File: src/rtl/mc_ctrl_fsm_pkg.sv
// Shared types and encodings for the multicycle control FSM (package mc_pkg).
package mc_pkg;

  typedef enum logic [2:0] {
    S_IDLE,
    S_FETCH,
    S_DECODE,
    S_EXEC,
    S_MEM,
    S_WB
  } state_t;

  typedef enum logic [3:0] {
    I_ADDU,
    I_SUBU,
    I_JR,
    I_J,
    I_JAL,
    I_BEQ,
    I_ORI,
    I_LUI,
    I_LW,
    I_SW,
    I_ILL
  } iclass_t;

  localparam logic [5:0] OP_RTYPE = 6'b000000;
  localparam logic [5:0] OP_J     = 6'b000010;
  localparam logic [5:0] OP_JAL   = 6'b000011;
  localparam logic [5:0] OP_BEQ   = 6'b000100;
  localparam logic [5:0] OP_ORI   = 6'b001101;
  localparam logic [5:0] OP_LUI   = 6'b001111;
  localparam logic [5:0] OP_LW    = 6'b100011;
  localparam logic [5:0] OP_SW    = 6'b101011;

  localparam logic [5:0] FN_ADDU  = 6'b100001;
  localparam logic [5:0] FN_SUBU  = 6'b100011;
  localparam logic [5:0] FN_JR    = 6'b001000;

  localparam logic [1:0] NPC_PC4  = 2'b00;
  localparam logic [1:0] NPC_BR   = 2'b01;
  localparam logic [1:0] NPC_J    = 2'b10;
  localparam logic [1:0] NPC_JR   = 2'b11;

  localparam logic [1:0] DST_RT   = 2'b00;
  localparam logic [1:0] DST_RD   = 2'b01;
  localparam logic [1:0] DST_RA   = 2'b10;

  localparam logic [1:0] M2R_ALU  = 2'b00;
  localparam logic [1:0] M2R_MEM  = 2'b01;
  localparam logic [1:0] M2R_IMM  = 2'b10;
  localparam logic [1:0] M2R_PC4  = 2'b11;

  localparam logic [1:0] EXT_ZERO = 2'b00;
  localparam logic [1:0] EXT_SIGN = 2'b01;
  localparam logic [1:0] EXT_HIGH = 2'b10;

  localparam logic [2:0] ALU_ADD  = 3'b000;
  localparam logic [2:0] ALU_SUB  = 3'b001;
  localparam logic [2:0] ALU_OR   = 3'b010;

endpackage

File: src/rtl/mc_ctrl_fsm_if.sv
// Unified instruction/data memory port with req/ack handshake.
interface mc_ctrl_fsm_if;
  logic mem_req;
  logic mem_wr;
  logic iord;
  logic mem_ack;

  modport master (output mem_req, output mem_wr, output iord, input mem_ack);
  modport slave  (input mem_req, input mem_wr, input iord, output mem_ack);
endinterface

File: src/rtl/mc_ctrl_fsm_decode.sv
// Combinational op/funct classifier for the control FSM.
module mc_decode
  import mc_pkg::*;
(
  input  logic [5:0] op,
  input  logic [5:0] funct,
  output iclass_t    iclass,
  output logic       illegal
);

  // Map op/funct onto an instruction class; anything unknown is illegal.
  always_comb begin
    iclass = I_ILL;
    case (op)
      OP_RTYPE: begin
        case (funct)
          FN_ADDU: iclass = I_ADDU;
          FN_SUBU: iclass = I_SUBU;
          FN_JR:   iclass = I_JR;
          default: iclass = I_ILL;
        endcase
      end
      OP_J:    iclass = I_J;
      OP_JAL:  iclass = I_JAL;
      OP_BEQ:  iclass = I_BEQ;
      OP_ORI:  iclass = I_ORI;
      OP_LUI:  iclass = I_LUI;
      OP_LW:   iclass = I_LW;
      OP_SW:   iclass = I_SW;
      default: iclass = I_ILL;
    endcase
    illegal = (iclass == I_ILL);
  end

endmodule

File: src/rtl/mc_ctrl_fsm.sv
// Multicycle control FSM: sequences fetch/decode/exec/mem/writeback over a
// shared memory port. Optional MC_CTRL_PERF_EN adds cycle/instruction counters.
module mc_ctrl_fsm
  import mc_pkg::*;
#(
  parameter int unsigned MEM_TO_CYC = 16
) (
  input  logic              clk,
  input  logic              reset,
  input  logic [5:0]        op,
  input  logic [5:0]        funct,
  input  logic              zero,
  mc_ctrl_fsm_if.master     bus,
  output logic              ir_wr,
  output logic              pc_wr,
  output logic [1:0]        npc_sel,
  output logic              reg_wr,
  output logic [1:0]        reg_dst,
  output logic [1:0]        mem_to_reg,
  output logic [1:0]        ext_op,
  output logic              alu_src_b,
  output logic [2:0]        alu_ctr,
  output logic              illegal_instr,
  output logic              mem_timeout
`ifdef MC_CTRL_PERF_EN
  ,
  output logic [31:0]       cyc_cnt,
  output logic [31:0]       instr_cnt
`endif
);

  localparam int unsigned CW = (MEM_TO_CYC < 2) ? 1 : $clog2(MEM_TO_CYC + 1);

  state_t        state, state_nxt;
  iclass_t       iclass;
  logic          illegal;
  logic          req, wr, iord;
  logic [CW-1:0] wait_cnt, wait_nxt;

  mc_decode u_decode (
    .op      (op),
    .funct   (funct),
    .iclass  (iclass),
    .illegal (illegal)
  );

  assign bus.mem_req = req;
  assign bus.mem_wr  = wr;
  assign bus.iord    = iord;

  // State register, wait counter and sticky timeout flag.
  always_ff @(posedge clk or negedge reset) begin
    if (!reset) begin
      state       <= S_IDLE;
      wait_cnt    <= '0;
      mem_timeout <= 1'b0;
    end else begin
      state    <= state_nxt;
      wait_cnt <= wait_nxt;
      if (MEM_TO_CYC != 0 && wait_nxt == CW'(MEM_TO_CYC))
        mem_timeout <= 1'b1;
    end
  end

  // Only FETCH/MEM can hold their state, so "no state change" means "waiting for ack".
  always_comb begin
    wait_nxt = wait_cnt;
    if (state_nxt != state)
      wait_nxt = '0;
    else if (MEM_TO_CYC != 0 && wait_cnt != CW'(MEM_TO_CYC))
      wait_nxt = wait_cnt + 1'b1;
  end

  // Next-state and per-state control strobes.
  always_comb begin
    state_nxt     = state;
    req           = 1'b0;
    wr            = 1'b0;
    iord          = 1'b0;
    ir_wr         = 1'b0;
    pc_wr         = 1'b0;
    npc_sel       = NPC_PC4;
    reg_wr        = 1'b0;
    reg_dst       = DST_RT;
    mem_to_reg    = M2R_ALU;
    ext_op        = EXT_ZERO;
    alu_src_b     = 1'b0;
    alu_ctr       = ALU_ADD;
    illegal_instr = 1'b0;
    case (state)
      S_IDLE: state_nxt = S_FETCH;
      S_FETCH: begin
        req = 1'b1;
        if (bus.mem_ack) begin
          ir_wr     = 1'b1;
          pc_wr     = 1'b1;
          state_nxt = S_DECODE;
        end
      end
      S_DECODE: begin
        state_nxt = S_EXEC;
        case (iclass)
          I_J: begin
            pc_wr     = 1'b1;
            npc_sel   = NPC_J;
            state_nxt = S_FETCH;
          end
          I_JAL: begin
            pc_wr      = 1'b1;
            npc_sel    = NPC_J;
            reg_wr     = 1'b1;
            reg_dst    = DST_RA;
            mem_to_reg = M2R_PC4;
            state_nxt  = S_FETCH;
          end
          I_JR: begin
            pc_wr     = 1'b1;
            npc_sel   = NPC_JR;
            state_nxt = S_FETCH;
          end
          default: ;
        endcase
        if (illegal) begin
          illegal_instr = 1'b1;
          state_nxt     = S_FETCH;
        end
      end
      S_EXEC: begin
        state_nxt = S_WB;
        case (iclass)
          I_ADDU: alu_ctr = ALU_ADD;
          I_SUBU: alu_ctr = ALU_SUB;
          I_ORI: begin
            alu_ctr   = ALU_OR;
            ext_op    = EXT_ZERO;
            alu_src_b = 1'b1;
          end
          I_LUI: ext_op = EXT_HIGH;
          I_LW, I_SW: begin
            alu_ctr   = ALU_ADD;
            ext_op    = EXT_SIGN;
            alu_src_b = 1'b1;
            state_nxt = S_MEM;
          end
          I_BEQ: begin
            alu_ctr   = ALU_SUB;
            pc_wr     = zero;
            npc_sel   = NPC_BR;
            state_nxt = S_FETCH;
          end
          default: state_nxt = S_FETCH;
        endcase
      end
      S_MEM: begin
        req  = 1'b1;
        iord = 1'b1;
        wr   = (iclass == I_SW);
        if (bus.mem_ack)
          state_nxt = (iclass == I_SW) ? S_FETCH : S_WB;
      end
      S_WB: begin
        reg_wr    = 1'b1;
        state_nxt = S_FETCH;
        case (iclass)
          I_ADDU, I_SUBU: reg_dst = DST_RD;
          I_LUI:          mem_to_reg = M2R_IMM;
          I_LW:           mem_to_reg = M2R_MEM;
          default: ;
        endcase
      end
      default: state_nxt = S_IDLE;
    endcase
  end

`ifdef MC_CTRL_PERF_EN
  // Busy-cycle and retired-instruction counters, free-running with wrap.
  always_ff @(posedge clk or negedge reset) begin
    if (!reset) begin
      cyc_cnt   <= '0;
      instr_cnt <= '0;
    end else begin
      if (state != S_IDLE)
        cyc_cnt <= cyc_cnt + 32'd1;
      if (state_nxt == S_FETCH && state inside {S_DECODE, S_EXEC, S_MEM, S_WB})
        instr_cnt <= instr_cnt + 32'd1;
    end
  end
`endif

endmodule
File: src/flat_wrapper.sv
// flat-port wrapper written by rule: the top's interface ports become plain ports
module mc_ctrl_fsm_flat import mc_pkg::*;
#(
  parameter int unsigned MEM_TO_CYC = 16
)
  (clk, reset, op, funct, zero, ir_wr, pc_wr, npc_sel, reg_wr, reg_dst, mem_to_reg, ext_op, alu_src_b, alu_ctr, illegal_instr, mem_timeout, bus_mem_req, bus_mem_wr, bus_iord, bus_mem_ack);
  mc_ctrl_fsm_if bus_i ();
  input  logic clk;
  input  logic reset;
  input  logic [5:0] op;
  input  logic [5:0] funct;
  input  logic zero;
  output logic ir_wr;
  output logic pc_wr;
  output logic [1:0] npc_sel;
  output logic reg_wr;
  output logic [1:0] reg_dst;
  output logic [1:0] mem_to_reg;
  output logic [1:0] ext_op;
  output logic alu_src_b;
  output logic [2:0] alu_ctr;
  output logic illegal_instr;
  output logic mem_timeout;
  output wire logic [$bits(bus_i.mem_req)-1:0] bus_mem_req;
  output wire logic [$bits(bus_i.mem_wr)-1:0] bus_mem_wr;
  output wire logic [$bits(bus_i.iord)-1:0] bus_iord;
  input wire logic [$bits(bus_i.mem_ack)-1:0] bus_mem_ack;
  assign bus_mem_req = bus_i.mem_req;
  assign bus_mem_wr = bus_i.mem_wr;
  assign bus_iord = bus_i.iord;
  assign bus_i.mem_ack = bus_mem_ack;
  mc_ctrl_fsm #(.MEM_TO_CYC(MEM_TO_CYC)) u_core (.clk(clk), .reset(reset), .op(op), .funct(funct), .zero(zero), .bus(bus_i), .ir_wr(ir_wr), .pc_wr(pc_wr), .npc_sel(npc_sel), .reg_wr(reg_wr), .reg_dst(reg_dst), .mem_to_reg(mem_to_reg), .ext_op(ext_op), .alu_src_b(alu_src_b), .alu_ctr(alu_ctr), .illegal_instr(illegal_instr), .mem_timeout(mem_timeout));
endmodule
File: config.mk
export PLATFORM = sky130hd
export DESIGN_NAME = mc_ctrl_fsm_flat
export DESIGN_NICKNAME = d
export VERILOG_FILES = /design/src/rtl/mc_ctrl_fsm_pkg.sv /design/src/rtl/mc_ctrl_fsm_if.sv /design/src/rtl/mc_ctrl_fsm_decode.sv /design/src/rtl/mc_ctrl_fsm.sv /design/src/flat_wrapper.sv
export SDC_FILE = /design/constraint.sdc
export NUM_CORES = 1
export LEC_CHECK = 0
export BUFFER_PORTS_ARGS = -buffer_cell sky130_fd_sc_hd__clkbuf_2
export CAP_MARGIN = 40
export CORE_MARGIN = 2
export CORE_UTILIZATION = 54
export CTS_CLUSTER_SIZE = 16
export DETAILED_ROUTE_END_ITERATION = 8
export PLACE_DENSITY = 0.93
export SLEW_MARGIN = 40
export SYNTH_ARGS = -nofsm -noshare
export SYNTH_HDL_FRONTEND = slang
export SYNTH_HIERARCHICAL = 1
export SYNTH_SLANG_ARGS = --single-unit
File: constraint.sdc
create_clock -name clk -period 6.25 [get_ports clk]
set_input_delay 1.25 -clock clk [delete_from_list [all_inputs] [get_ports clk]]
set_output_delay 1.25 -clock clk [all_outputs]
set_load 0.05 [all_outputs]
==> flow_summary.yaml <==
status:
  outcome: "finished clean"
timing:
  worst_pin_slew_ns: 0.8248
  drv_slew: 0
  rsz0062_at_grt: "false"
  fin_hold_ws_ns: 0.4758
  setup_violations: 0
  finClkSkew_ns: 0.003994
  relSlewSlack_pct: 44.84
  clock.fmax_mhz: 211.0
  tns_ns: 0
  period_share_pct: 75.84
  min_period_ns: 4.740
  hold_viol: 0
synth:
  synthArstFlopShare_pct: 100.0
  synthesis.instances: 137
  synthSimpleGateAreaFrac_pct: 39.49
  synth_fa_ha_area_share_pct: 2.296
  ys_top_cells_by_count: "nor2_1, dfrtp_1, nor3_1"
  synth_top_family_by_area: "simple AND/OR/NAND/NOR gates"
  synth.most_common_cell: "nor2_1"
  synth_xor_area_share_pct: 4.018
  synth_fp_nets: 155
  synth_area_leaders: "dfrtp_1, nor2_1, nor3_1"
  synth_top_area_cell: "dfrtp_1"
  synth_compound_area_share_pct: 24.11
  yosysSeqAreaShare_pct: 20.67
  netlist_area_um2: 1090
  synth_flop_cell: "dfrtp_1"
  muxShareOfSynthArea_pct: 1.837
  ys_ff_latch: 9
  synth_top_area_share_pct: 20.67
  synthDistinctLibCells: 48
  synth_area_per_cell_um2: 7.955
  yosysWarnings: 6
  synth-edff-count: 0
worst_setup_path:
  startpoint: "op[5]"
  rr_startpoint: "u_core/state[2]$_DFF_PN0_"
  startpoint_type: "primary input"
  cp-end-kind: "output pin"
  cp_max_fo: 12
  worst-r2r-cell-count: 4
  required_ns: 5.00
  arrival_ns: 3.49
  worst-setup-path-type: "in2out"
route:
  via_count: 1137
  antenna_left: 0
  drtPass1Iterations: 4
  viasPerCell: 5.831
  drt_wl_total_mm: 2.457
  drc: 0
  drt-initial-drc-count: 19
  routedWlPerCell_um: 12.60
floorplanning:
  core.rowCount: 16
  die_x_um: 48.93
  initial_core_util_pct: 56.12
  core_um2: 1942
  dieArea_um2: 2394
  ios: 36
  die_y_um: 48.93
hold_path:
  min-delay-start: "u_core/mem_timeout$_DFFE_PN0N_"
  hold_class: "reg2reg"
  hold_path_depth: 2
cells_and_area:
  antenna_cells: 0
  n_fill_cell: 164
  area_delta_synth_final_pct: 16.76
  nets: 187
  drive_gt1_share_pct: 29.76
power_and_ir_drop:
  switching_share_pct: 51.01
  p_clk_share_pct: 14.7
  p_int_mw: 0.1510
  pwr-share-seq_pct: 29.6
  power_density_nw_per_um2: 242.2
  power_frac_comb_pct: 55.7
  p_sw_mw: 0.1572
  p_leak_nw: 0.5866
  vdd_ir_drop_max_mv: 0.1992
  power_mw: 0.3082
cts:
  path_clk_slew_ns: 0.06
  clock_latency_ns: 0.26
  holdBufCountCts: 0
  clock-sinks: 9
  cts_tree: "built"
  cts.path.max_buffers: 2
  cts_setup_buffers: 0
  cts_root_buf: "clkbuf_4"
  cts-htree-levels: 1
  cts_made_buffers: 3
  cts.repair.resized: 0
grt:
  grt_max_degree: 15
  antenna_found_initial: 0
  grt_usage_pct: 22.10
  grt_pass1_wl_mm: 4.202
  grt_pass1_vias: 1017
  overflow: 0
place:
  port_buffers: 34
  hpwl_mm: 1.975
  globalplace.congestion: 0.8714
run:
  maxCapViolCount: 0
worst max-delay path, stage by stage:
cell,delay [ns]
clkbuf_2,0.14
inv_1,0.09
mux2i_1,0.07
a2111oi_1,0.46
nand2_1,0.36
or3b_4,0.48
a211oi_2,0.22
a311o_1,0.14
clkbuf_2,0.27
power groups by stage:
| stage | Sequential, mW | Clock, mW | Combinational, mW |
|---|---|---|---|
| after global placement | 0.0906 | 0 | 0.165 |
| after floorplan | 0.0771 | 0 | 0.155 |
| final | 0.0913 | 0.0452 | 0.172 |
| after detailed placement | 0.0914 | 0 | 0.172 |
| after global routing | 0.0934 | 0.0488 | 0.188 |
| after CTS | 0.0904 | 0.0469 | 0.172 |
through the flow:
stage	worst slack [ns]	util [%]	instances	cell area, um2
final	1.510	65.53	195	1272
after global routing	1.371	65.53	195	1272
after CTS	1.375	65.27	195	1267
after detailed placement	1.382	63.92	191	1241
after global placement	1.489	63.92	191	1241
after floorplan	1.244	-	137	1090
flip-flops by register name, indices dropped and copies added, names as in the netlist:
register	count
u_core/wait_cnt	5
u_core/state	3
u_core/mem_timeout	1
placed cells by master (no fill, tap or decap), types with 4 or more instances in the layout:
| cell | count |
|---|---|
| nor3_1 | 8 |
| dfrtp_1 | 9 |
| nor2_1 | 15 |
| and3_1 | 5 |
| nor2b_1 | 4 |
| clkbuf_2 | 34 |
| nand2_1 | 6 |
| nand3_1 | 4 |
| inv_1 | 7 |
| a21oi_1 | 6 |
| nand2b_1 | 6 |
metal layers:
| metal | part of all wire [%] | global-route usage, % |
|---|---|---|
| met5 | 0 | 0 |
| met4 | 2.2 | 10.48 |
| met3 | 7.4 | 3.681 |
| met2 | 50 | 40.18 |
| met1 | 41 | 24.90 |
logic make-up after synthesis:
kind of cell / Yosys count
xor gates and xnor gates: 5
adders and majority gates: 2
AOI/OAI and AO/OA: 31
DFF: 9
and+or+nand+nor: 73
buffers and inverters: 14
other: 1
muxes: 2
cell type report:
| class | instances | area [um2] | area share (%) |
|---|---|---|---|
| inverters | 7 | 26.28 | 2.065 |
| repair buffers | 34 | 170.2 | 13.37 |
| multi-input cells | 114 | 790.8 | 62.14 |
| clock buffers | 4 | 26.28 | 2.065 |
| well taps | 27 | 33.78 | 2.655 |
| flip-flops and latches | 9 | 225.2 | 17.70 |
path summary, 6_finish.rpt:
kind,to,slack (ns)
worst min-delay path,u_core/mem_timeout$_DFFE_PN0N_,0.48
worst max register to register,u_core/mem_timeout$_DFFE_PN0N_,4.59
worst min register to register,u_core/mem_timeout$_DFFE_PN0N_,0.48
max in group asynchronous,u_core/state[2]$_DFF_PN0_,5.24
worst max-delay path,pc_wr,1.51
min in group asynchronous,u_core/state[1]$_DFF_PN0_,0.82
No activity file was read; power rests on OpenSTA's default activity.
